`src/rtl/mem_stage.sv`:
```
`timescale 1ns/1ps
`default_nettype none
// ============================================================================
// Module      : mem_stage
// Description : Pipeline MEM stage. Issues byte/half/word data-memory accesses
//               over a req/ack handshake, stalls upstream while waiting, and
//               holds the MEM/WB pipeline register. Optional misalignment trap
//               enabled by defining MEM_STAGE_MISALIGN_TRAP_EN.
// Revision    : 1.0 - initial release
// ============================================================================
module mem_stage #(
  parameter int TIMEOUT_CYCLES = 16
) (
  input  logic        Clk,
  input  logic        Reset,
  input  logic [31:0] ALUResultIn,
  input  logic [31:0] ReadData2In,
  input  logic [31:0] PCAddResultIn,
  input  logic        MemReadIn,
  input  logic        MemWriteIn,
  input  logic [1:0]  MemSizeIn,
  input  logic        MemUnsignedIn,
  input  logic [1:0]  MemtoRegIn,
  input  logic        RegWriteIn,
  input  logic [4:0]  WriteRegIn,
  output logic        DMemReq,
  output logic        DMemWe,
  output logic [31:0] DMemAddr,
  output logic [3:0]  DMemByteEn,
  output logic [31:0] DMemWData,
  input  logic [31:0] DMemRData,
  input  logic        DMemAck,
  output logic        Stall,
  output logic [31:0] ReadDataOut,
  output logic [31:0] ALUResultOut,
  output logic [31:0] PCAddResultOut,
  output logic [1:0]  MemtoRegOut,
  output logic        RegWriteOut,
  output logic [4:0]  WriteRegOut,
  output logic        BusErrOut,
  output logic        MisalignOut
);

  localparam logic [0:0] c_IDLE = 1'b0;
  localparam logic [0:0] c_WAIT = 1'b1;
  localparam logic       c_WDOG_EN = (TIMEOUT_CYCLES != 0);
  localparam logic [7:0] c_TIMEOUT_LAST = 8'((TIMEOUT_CYCLES > 0) ? (TIMEOUT_CYCLES - 1) : 0);

  logic [0:0]  r_state;
  logic [0:0]  w_nextState;
  logic [7:0]  r_wdogCount;

  logic        w_isMemOp;
  logic        w_isLoad;
  logic        w_sizeByte;
  logic        w_sizeHalf;
  logic        w_sizeWord;
  logic        w_misalign;
  logic        w_access;
  logic        w_expiry;
  logic [7:0]  w_loadByte;
  logic [15:0] w_loadHalf;
  logic [31:0] w_loadValue;

  assign w_isMemOp  = MemReadIn | MemWriteIn;
  assign w_isLoad   = MemReadIn & ~MemWriteIn;
  assign w_sizeByte = (MemSizeIn == 2'b00);
  assign w_sizeHalf = (MemSizeIn == 2'b01);
  assign w_sizeWord = MemSizeIn[1];

`ifdef MEM_STAGE_MISALIGN_TRAP_EN
  assign w_misalign = w_isMemOp & ((w_sizeHalf & ALUResultIn[0]) |
                                   (w_sizeWord & (|ALUResultIn[1:0])));
`else
  assign w_misalign = 1'b0;
`endif

  assign w_access = w_isMemOp & ~w_misalign;

  // An ack on the final watchdog cycle wins over the abort.
  assign w_expiry = c_WDOG_EN & (r_state == c_WAIT) & ~DMemAck &
                    (r_wdogCount == c_TIMEOUT_LAST);

  // State register
  always_ff @(posedge Clk or negedge Reset) begin
    if (!Reset) begin
      r_state <= c_IDLE;
    end else begin
      r_state <= w_nextState;
    end
  end

  // Next-state logic
  always_comb begin
    w_nextState = r_state;
    case (r_state)
      c_IDLE:  if (w_access) w_nextState = c_WAIT;
      c_WAIT:  if (DMemAck || w_expiry) w_nextState = c_IDLE;
      default: w_nextState = c_IDLE;
    endcase
  end

  // Handshake outputs; Reset gates them so they drop without waiting for a clock.
  always_comb begin
    DMemReq = 1'b0;
    DMemWe  = 1'b0;
    Stall   = 1'b0;
    if (Reset) begin
      DMemReq = w_access;
      DMemWe  = w_access & MemWriteIn;
      case (r_state)
        c_IDLE:  Stall = w_access;
        c_WAIT:  Stall = ~DMemAck & ~w_expiry;
        default: Stall = 1'b0;
      endcase
    end
  end

  always_ff @(posedge Clk or negedge Reset) begin
    if (!Reset) begin
      r_wdogCount <= 8'd0;
    end else if (r_state == c_IDLE) begin
      r_wdogCount <= 8'd0;
    end else if (!DMemAck) begin
      r_wdogCount <= r_wdogCount + 8'd1;
    end
  end

  assign DMemAddr = {ALUResultIn[31:2], 2'b00};

  always_comb begin
    DMemByteEn = 4'b1111;
    DMemWData  = ReadData2In;
    if (MemWriteIn) begin
      if (w_sizeByte) begin
        DMemByteEn = 4'b0001 << ALUResultIn[1:0];
      end else if (w_sizeHalf) begin
        DMemByteEn = ALUResultIn[1] ? 4'b1100 : 4'b0011;
      end
    end
    if (w_sizeByte) begin
      DMemWData = {4{ReadData2In[7:0]}};
    end else if (w_sizeHalf) begin
      DMemWData = {2{ReadData2In[15:0]}};
    end
  end

  always_comb begin
    case (ALUResultIn[1:0])
      2'd0:    w_loadByte = DMemRData[7:0];
      2'd1:    w_loadByte = DMemRData[15:8];
      2'd2:    w_loadByte = DMemRData[23:16];
      default: w_loadByte = DMemRData[31:24];
    endcase
    w_loadHalf = ALUResultIn[1] ? DMemRData[31:16] : DMemRData[15:0];
    if (w_sizeByte) begin
      w_loadValue = {{24{~MemUnsignedIn & w_loadByte[7]}}, w_loadByte};
    end else if (w_sizeHalf) begin
      w_loadValue = {{16{~MemUnsignedIn & w_loadHalf[15]}}, w_loadHalf};
    end else begin
      w_loadValue = DMemRData;
    end
  end

  // MEM/WB register: a stalled edge inserts a bubble but keeps the data fields.
  always_ff @(posedge Clk or negedge Reset) begin
    if (!Reset) begin
      ReadDataOut    <= 32'd0;
      ALUResultOut   <= 32'd0;
      PCAddResultOut <= 32'd0;
      MemtoRegOut    <= 2'b00;
      RegWriteOut    <= 1'b0;
      WriteRegOut    <= 5'd0;
      BusErrOut      <= 1'b0;
      MisalignOut    <= 1'b0;
    end else if (!Stall) begin
      ReadDataOut    <= (w_isLoad & w_access & ~w_expiry) ? w_loadValue : 32'd0;
      ALUResultOut   <= ALUResultIn;
      PCAddResultOut <= PCAddResultIn;
      MemtoRegOut    <= MemtoRegIn;
      RegWriteOut    <= RegWriteIn & ~w_expiry & ~w_misalign;
      WriteRegOut    <= WriteRegIn;
      BusErrOut      <= w_expiry;
      MisalignOut    <= w_misalign;
    end else begin
      MemtoRegOut    <= 2'b00;
      RegWriteOut    <= 1'b0;
      WriteRegOut    <= 5'd0;
      BusErrOut      <= 1'b0;
      MisalignOut    <= 1'b0;
    end
  end

endmodule
`default_nettype wire

```
`config.mk`:
```
export PLATFORM = sky130hd
export DESIGN_NAME = mem_stage
export DESIGN_NICKNAME = d
export VERILOG_FILES = /design/src/rtl/mem_stage.sv
export SDC_FILE = /design/constraint.sdc
export NUM_CORES = 1
export LEC_CHECK = 0
export ABC_AREA = 1
export BUFFER_PORTS_ARGS = -buffer_cell sky130_fd_sc_hd__buf_2
export CAP_MARGIN = 10
export CORE_MARGIN = 5
export CORE_UTILIZATION = 41
export CTS_CLUSTER_SIZE = 8
export DETAILED_ROUTE_END_ITERATION = 8
export PLACE_DENSITY_LB_ADDON = 0.1
export SYNTH_ARGS = -nofsm -noshare
export SYNTH_HDL_FRONTEND = slang
export SYNTH_SLANG_ARGS = --single-unit
```
`constraint.sdc`:
```
create_clock -name Clk -period 1.75 [get_ports Clk]
set_clock_uncertainty 0.2 [all_clocks]
set_input_delay 0.175 -clock Clk [delete_from_list [all_inputs] [get_ports Clk]]
set_output_delay 0.175 -clock Clk [all_outputs]
set_load 0.02 [all_outputs]
```
; Word-level counts from Yosys, hierarchy flattened
; Index checks and enable logic that the tools add are counted.
[totals]
reg_bits = 114
output_inout_bits = 177
word_cells = 59
[classes]
reduce_logical = 3
n_bitwise = 16
n_shift = 1
n_mux = 24
eq_ne = 5
n_addsub = 1
[ops]
columns = operator, count
row1 = two-way mux 32 bit, 5
row2 = one-hot mux 8 bit (3 select lines), 1
row3 = two-way mux 16 bit, 1
row4 = two-way mux 4 bit, 4
row5 = two-way mux 8 bit, 2
row6 = bitwise AND 1 bit, 10
row7 = adder 8 x 1 -> 8 bit (second input constant), 1
row8 = equality test 8 x 4 -> 1 bit (second input constant), 1
row9 = two-way mux 1 bit, 7
row10 = two-way mux 5 bit, 1
row11 = NOT 1 bit, 5
row12 = equality test 2 x 1 -> 1 bit (second input constant), 2
row13 = logical NOT 2 bit, 2
row14 = one-hot mux 1 bit (2 select lines), 2
row15 = << shifter 1 x 2 -> 4 bit (first input constant), 1
row16 = equality test 2 bit (second input constant), 1
row17 = two-way mux 2 bit, 1
row18 = inequality test 2 bit (second input constant), 1
row19 = logical OR 1 bit, 1
row20 = bitwise OR 1 bit, 1

; Depth between registers and ports, before layout
[logic_depth]
word_depth = 8
mapped_depth = 10
depth_no_buf = 8

; Worst setup path after synthesis
; OpenSTA, ideal clock, no wires.
[synth_timing]
path_kind = register to register
start = reg r_wdogCount[0]
end = reg ALUResultOut[0]
path_stages_with_launch = 11
n_path_buf = 2
t_arrival_ns = 1.405
period_less_slack_ns = 1.722
setup_slack_ns = 0.028
required_time_ns = 1.433
setup_ns = 0.117
cell_sequence = dfrtp_1 -> ha_1 -> nand3_1 -> o21ai_1 -> nand2_1 -> nand2_2 -> inv_2 -> buf_6 -> buf_6 -> nand2_1 -> nand2_1
[synth_between]
elab_chain_len = 6
[synth_lines]
columns = element, line
row1 = from (decl), 51  ; logic [7:0] r_wdogCount;
row2 = from (signal assigned), 125  ; r_wdogCount <= r_wdogCount + 8'd1;
row3 = equality test 8 x 4 -> 1 bit, 82  ; (r_wdogCount == c_TIMEOUT_LAST);
row4 = bitwise AND 1 bit, 81  ; assign w_expiry = c_WDOG_EN & (r_state == c_WAIT) & ~DMemAck &
row5 = NOT 1 bit, 113  ; c_WAIT: Stall = ~DMemAck & ~w_expiry;
row6 = bitwise AND 1 bit, 113
row7 = one-hot mux 1 bit (2 select lines), 111  ; case (r_state)
row8 = two-way mux 1 bit, 108  ; if (Reset) begin
row9 = to (signal assigned), 178  ; ALUResultOut <= ALUResultIn;
row10 = to (decl), 35  ; output logic [31:0] ALUResultOut,
; No other way between the ends.
; A chain may end at the register's enable or synchronous reset.

; Final worst setup path
[layout_timing]
start = reg r_wdogCount[0]
end = out Stall
[layout_between]
elab_chain_len = 6
[layout_lines]
columns = element, line
row1 = equality test 8 x 4 -> 1 bit, 82
row2 = bitwise AND 1 bit, 81
row3 = NOT 1 bit, 113
row4 = bitwise AND 1 bit, 113
row5 = one-hot mux 1 bit (2 select lines), 111
row6 = two-way mux 1 bit, 108
row7 = to (decl), 33  ; output logic Stall,
; No other way between the ends.

==> flow_metrics.py <==
metrics = {
    "global_routing": {
        "grt_max_degree": 102,
        "grt_util_met1": 0.3053,
        "grt_use_met2": 0.4257,
        "grt_pass1_wl_um": 32720,
        "grt_usage": 0.2476,
        "grt_use_met3": 0.05610,
        "globalRouteOverflowTotal": 0,
        "grt_busiest_layer": "met2",
        "grt_pass1_vias": 6377,
        "antenna_found_initial": 0,
    },
    "critical_path": {
        "cp-start-kind": "flip-flop",
        "r2r-end": "ReadDataOut[15]$_DFFE_PN0N_",
        "cp_slowest_cell": "dfrtp_1",
        "critPathLaunch": "r_wdogCount[0]$_DFFE_PN0P_",
        "path_buf_inv": 2,
        "worstPathCellList": "ha_2 -> nand3_2 -> o21ai_2 -> nand2_2 -> nand2_4 -> clkinv_8 -> buf_6",
        "rr_startpoint": "r_wdogCount[0]$_DFFE_PN0P_",
        "rrSetupSlack_ns": -0.14,
        "cp_slowest_stage_delay_ns": 0.36,
        "cp.arrival_ns": 1.56,
        "cp-end-kind": "output pin",
        "crit_cells": 7,
        "crit_required_ns": 1.37,
        "crit_family": "flip-flops",
        "crit_type": "reg -> out",
        "endpoint": "Stall",
        "reg2reg_depth": 11,
        "cp_max_fo": 2,
    },
    "floorplan": {
        "die_y_um": 130.8,
        "die_w_um": 130.8,
        "die-area_um2": 17120,
        "design.core.area_um2": 14420,
        "initial_core_util": 0.4150,
        "rows": 44,
        "io_pins": 321,
    },
    "yosys": {
        "syn-cell-area_um2": 5986,
        "netlist_instances": 811,
        "synth_area_per_cell_um2": 7.381,
        "yosys.cell_types.count": 28,
        "ys_seq_area_frac": 0.4766,
        "ys_seq_elements": 114,
        "yosysWarningCount": 0,
    },
    "pwr": {
        "p_leak_nw": 5.439,
        "switching_power_mw": 3.141,
        "p_sw_frac": 0.3240,
        "internal_power_mw": 6.554,
        "combPwrFrac": 0.309,
        "p_clk_frac": 0.362,
        "p_total_mw": 9.695,
        "max-vdd-ir-drop_mv": 0.6982,
        "power_density_nw_per_um2": 1018,
        "pwr-share-seq": 0.329,
    },
    "worst_hold_path": {
        "hold_path_class": "in -> reg",
    },
    "placement": {
        "gp_congestion": 0.9131,
        "io_buffers": 317,
        "dpl.cell_count": 1278,
        "dpl.hpwl_um": 15170,
    },
    "route": {
        "vias_per_cell": 4.775,
        "antenna_left": 0,
        "routed_wirelength_um": 21960,
        "drt_iter0_markers": 422,
        "wire_per_inst_um": 15.56,
        "vias": 6738,
        "first_pass_iters": 9,
        "route.detailed.drc": 0,
    },
    "layout": {
        "final_cells": 1411,
        "final_nets": 1359,
        "area_growth_pct": 59.13,
        "drive_gt1_frac": 0.3510,
        "most-common-layout-cells": "384 x nand2_1, 315 x buf_2, 114 x dfrtp_1",
        "final_common_cell": "nand2_1",
    },
    "outcome": {
        "status": "complete, but fails checks",
        "failed_checks": "negative setup slack",
    },
    "timing": {
        "fin_hold_ws_ns": 0.01767,
        "worstMarginPinSlew_ns": 0.6395,
        "slew_headroom": 0.5722,
        "fin_ws_ns": -0.1860,
        "finalCritPeriodShare": 1.106,
        "final_max_slew_viol_count": 0,
        "rsz0062_at_grt": "true",
        "fmax_mhz": 516.5,
        "period_minus_slack_ns": 1.936,
        "hold_viol": 0,
        "setup_viol": 102,
    },
    "clocking": {
        "cts_tree": "done",
        "numCtsBuffers": 17,
        "cts.path.max_buffers": 2,
        "cts-root-buf": "clkbuf_16",
        "insertion_delay_ns": 0.41,
        "clock_sinks": 114,
        "clkSlewWorstSetupHoldPaths_ns": 0.06,
        "h-tree-depth": 4,
    },
    "run": {
        "drv_cap": 0,
    },
}
## worst min-delay path by stage
stage / from / to / slack [ns] / depth (start not counted)
after floorplan: Reset / ALUResultOut[0]$_DFFE_PN0N_ / -0.32 / 0
after global placement: Reset / ReadDataOut[22]$_DFFE_PN0N_ / -0.01 / 2
after detailed placement: Reset / ReadDataOut[22]$_DFFE_PN0N_ / -0.007 / 2
after CTS: DMemRData[23] / ReadDataOut[23]$_DFFE_PN0N_ / 0.002 / 5
after global routing: DMemRData[22] / ReadDataOut[22]$_DFFE_PN0N_ / 0.06 / 5
final: DMemRData[24] / ReadDataOut[8]$_DFFE_PN0N_ / 0.02 / 5
## sequential cells by signal, summed over array words and instances (netlist names)
| signal | count |
|---|---|
| MemtoRegOut | 2 |
| BusErrOut | 1 |
| ReadDataOut | 32 |
| r_state | 1 |
| RegWriteOut | 1 |
| ALUResultOut | 32 |
| WriteRegOut | 5 |
| PCAddResultOut | 32 |
| r_wdogCount | 8 |
## routing by layer
layer / part of all wire / wire length, µm
met5: 0 / 0
met4: 0.020 / 448
met3: 0.079 / 1737
met2: 0.51 / 11150
met1: 0.39 / 8624
## worst reg2reg max path, cell delays in order, from the launching register on
cell and delay, ns:
dfrtp_1 0.39, ha_2 0.20, nand3_2 0.09, o21ai_2 0.06, nand2_2 0.08, nand2_4 0.08
buf_4 0.16, buf_12 0.13, buf_12 0.12, clkbuf_16 0.15, nand3_1 0.08, nand2_1 0.05
## synthesized netlist by cell type
library cell	instances	share of area
nand4_1	3	0.0031
nand3b_1	3	0.0038
nand3_2	1	0.0017
nand2_2	1	0.0010
nand2_4	1	0.0019
a21oi_1	15	0.013
nor3_1	5	0.0042
nand2_1	386	0.24
nor2_4	3	0.0056
o21ai_0	7	0.0059
conb_1	1	0.00063
buf_2	23	0.019
buf_1	1	0.00063
o21ai_1	1	0.00084
inv_1	29	0.018
o21bai_4	1	0.0031
o21a_1	2	0.0025
dfrtp_1	114	0.48
buf_6	7	0.013
inv_2	3	0.0019
o211ai_1	16	0.020
buf_4	45	0.056
clkbuf_1	8	0.0050
ha_1	1	0.0021
nand3_1	55	0.046
nor3_2	1	0.0017
o22ai_1	3	0.0031
nor2_1	75	0.047
## stage by stage
stage	utilization	setup TNS, ns	setup WS (ns)	area (µm²)
floorplan	-	0	0.02827	5993
finish	0.6604	-7.931	-0.1860	9525
global route	0.6600	-18.50	-0.2790	9520
CTS	0.6506	-5.969	-0.2072	9384
global placement	0.5350	-2.756	-0.05833	7716
detailed placement	0.5350	-5.456	-0.08907	7716
## power by group through the flow
stage / clock, mW / combinational (mW) / sequential [mW]
floorplan: 0 / 1.08 / 3.65
global placement: 0 / 2.52 / 3.22
detailed placement: 0 / 2.53 / 3.23
CTS: 3.58 / 2.89 / 3.19
global route: 3.68 / 3.24 / 3.23
finish: 3.51 / 2.99 / 3.19
## logic make-up after synthesis
logic type / count (synthesis) / share of synthesized area
AND/OR/NAND/NOR: 534 / 0.3581
buffers and inverters: 116 / 0.1145
flip-flops: 114 / 0.4766
AO/OA/AOI/OAI: 45 / 0.04808
adder cells (fa/ha/maj): 1 / 0.002090
other: 1 / 0.0006265
## area by class of cell
type                       count  area [µm²]
clock buffer                  20       466.7
sequential                   114        2853
tap                          184       230.2
inverter                      32       132.6
antenna                        2       5.005
clock inverter                10       133.9
timing repair buffer         466        3208
multi-input combinational    583        2496
fill                        1250        4898
## repair_timing
item / CTS / global route
resized for setup: 22 / 6
pin swaps: 3 / 2
setup buffers: 5 / 4
gates cloned: 3 / 2
endpoints found under the hold margin: 185 / 13
hold buffers: 86 / 2
setup endpoints to repair: 97 / 208
Power figures use the tool's default switching activity.
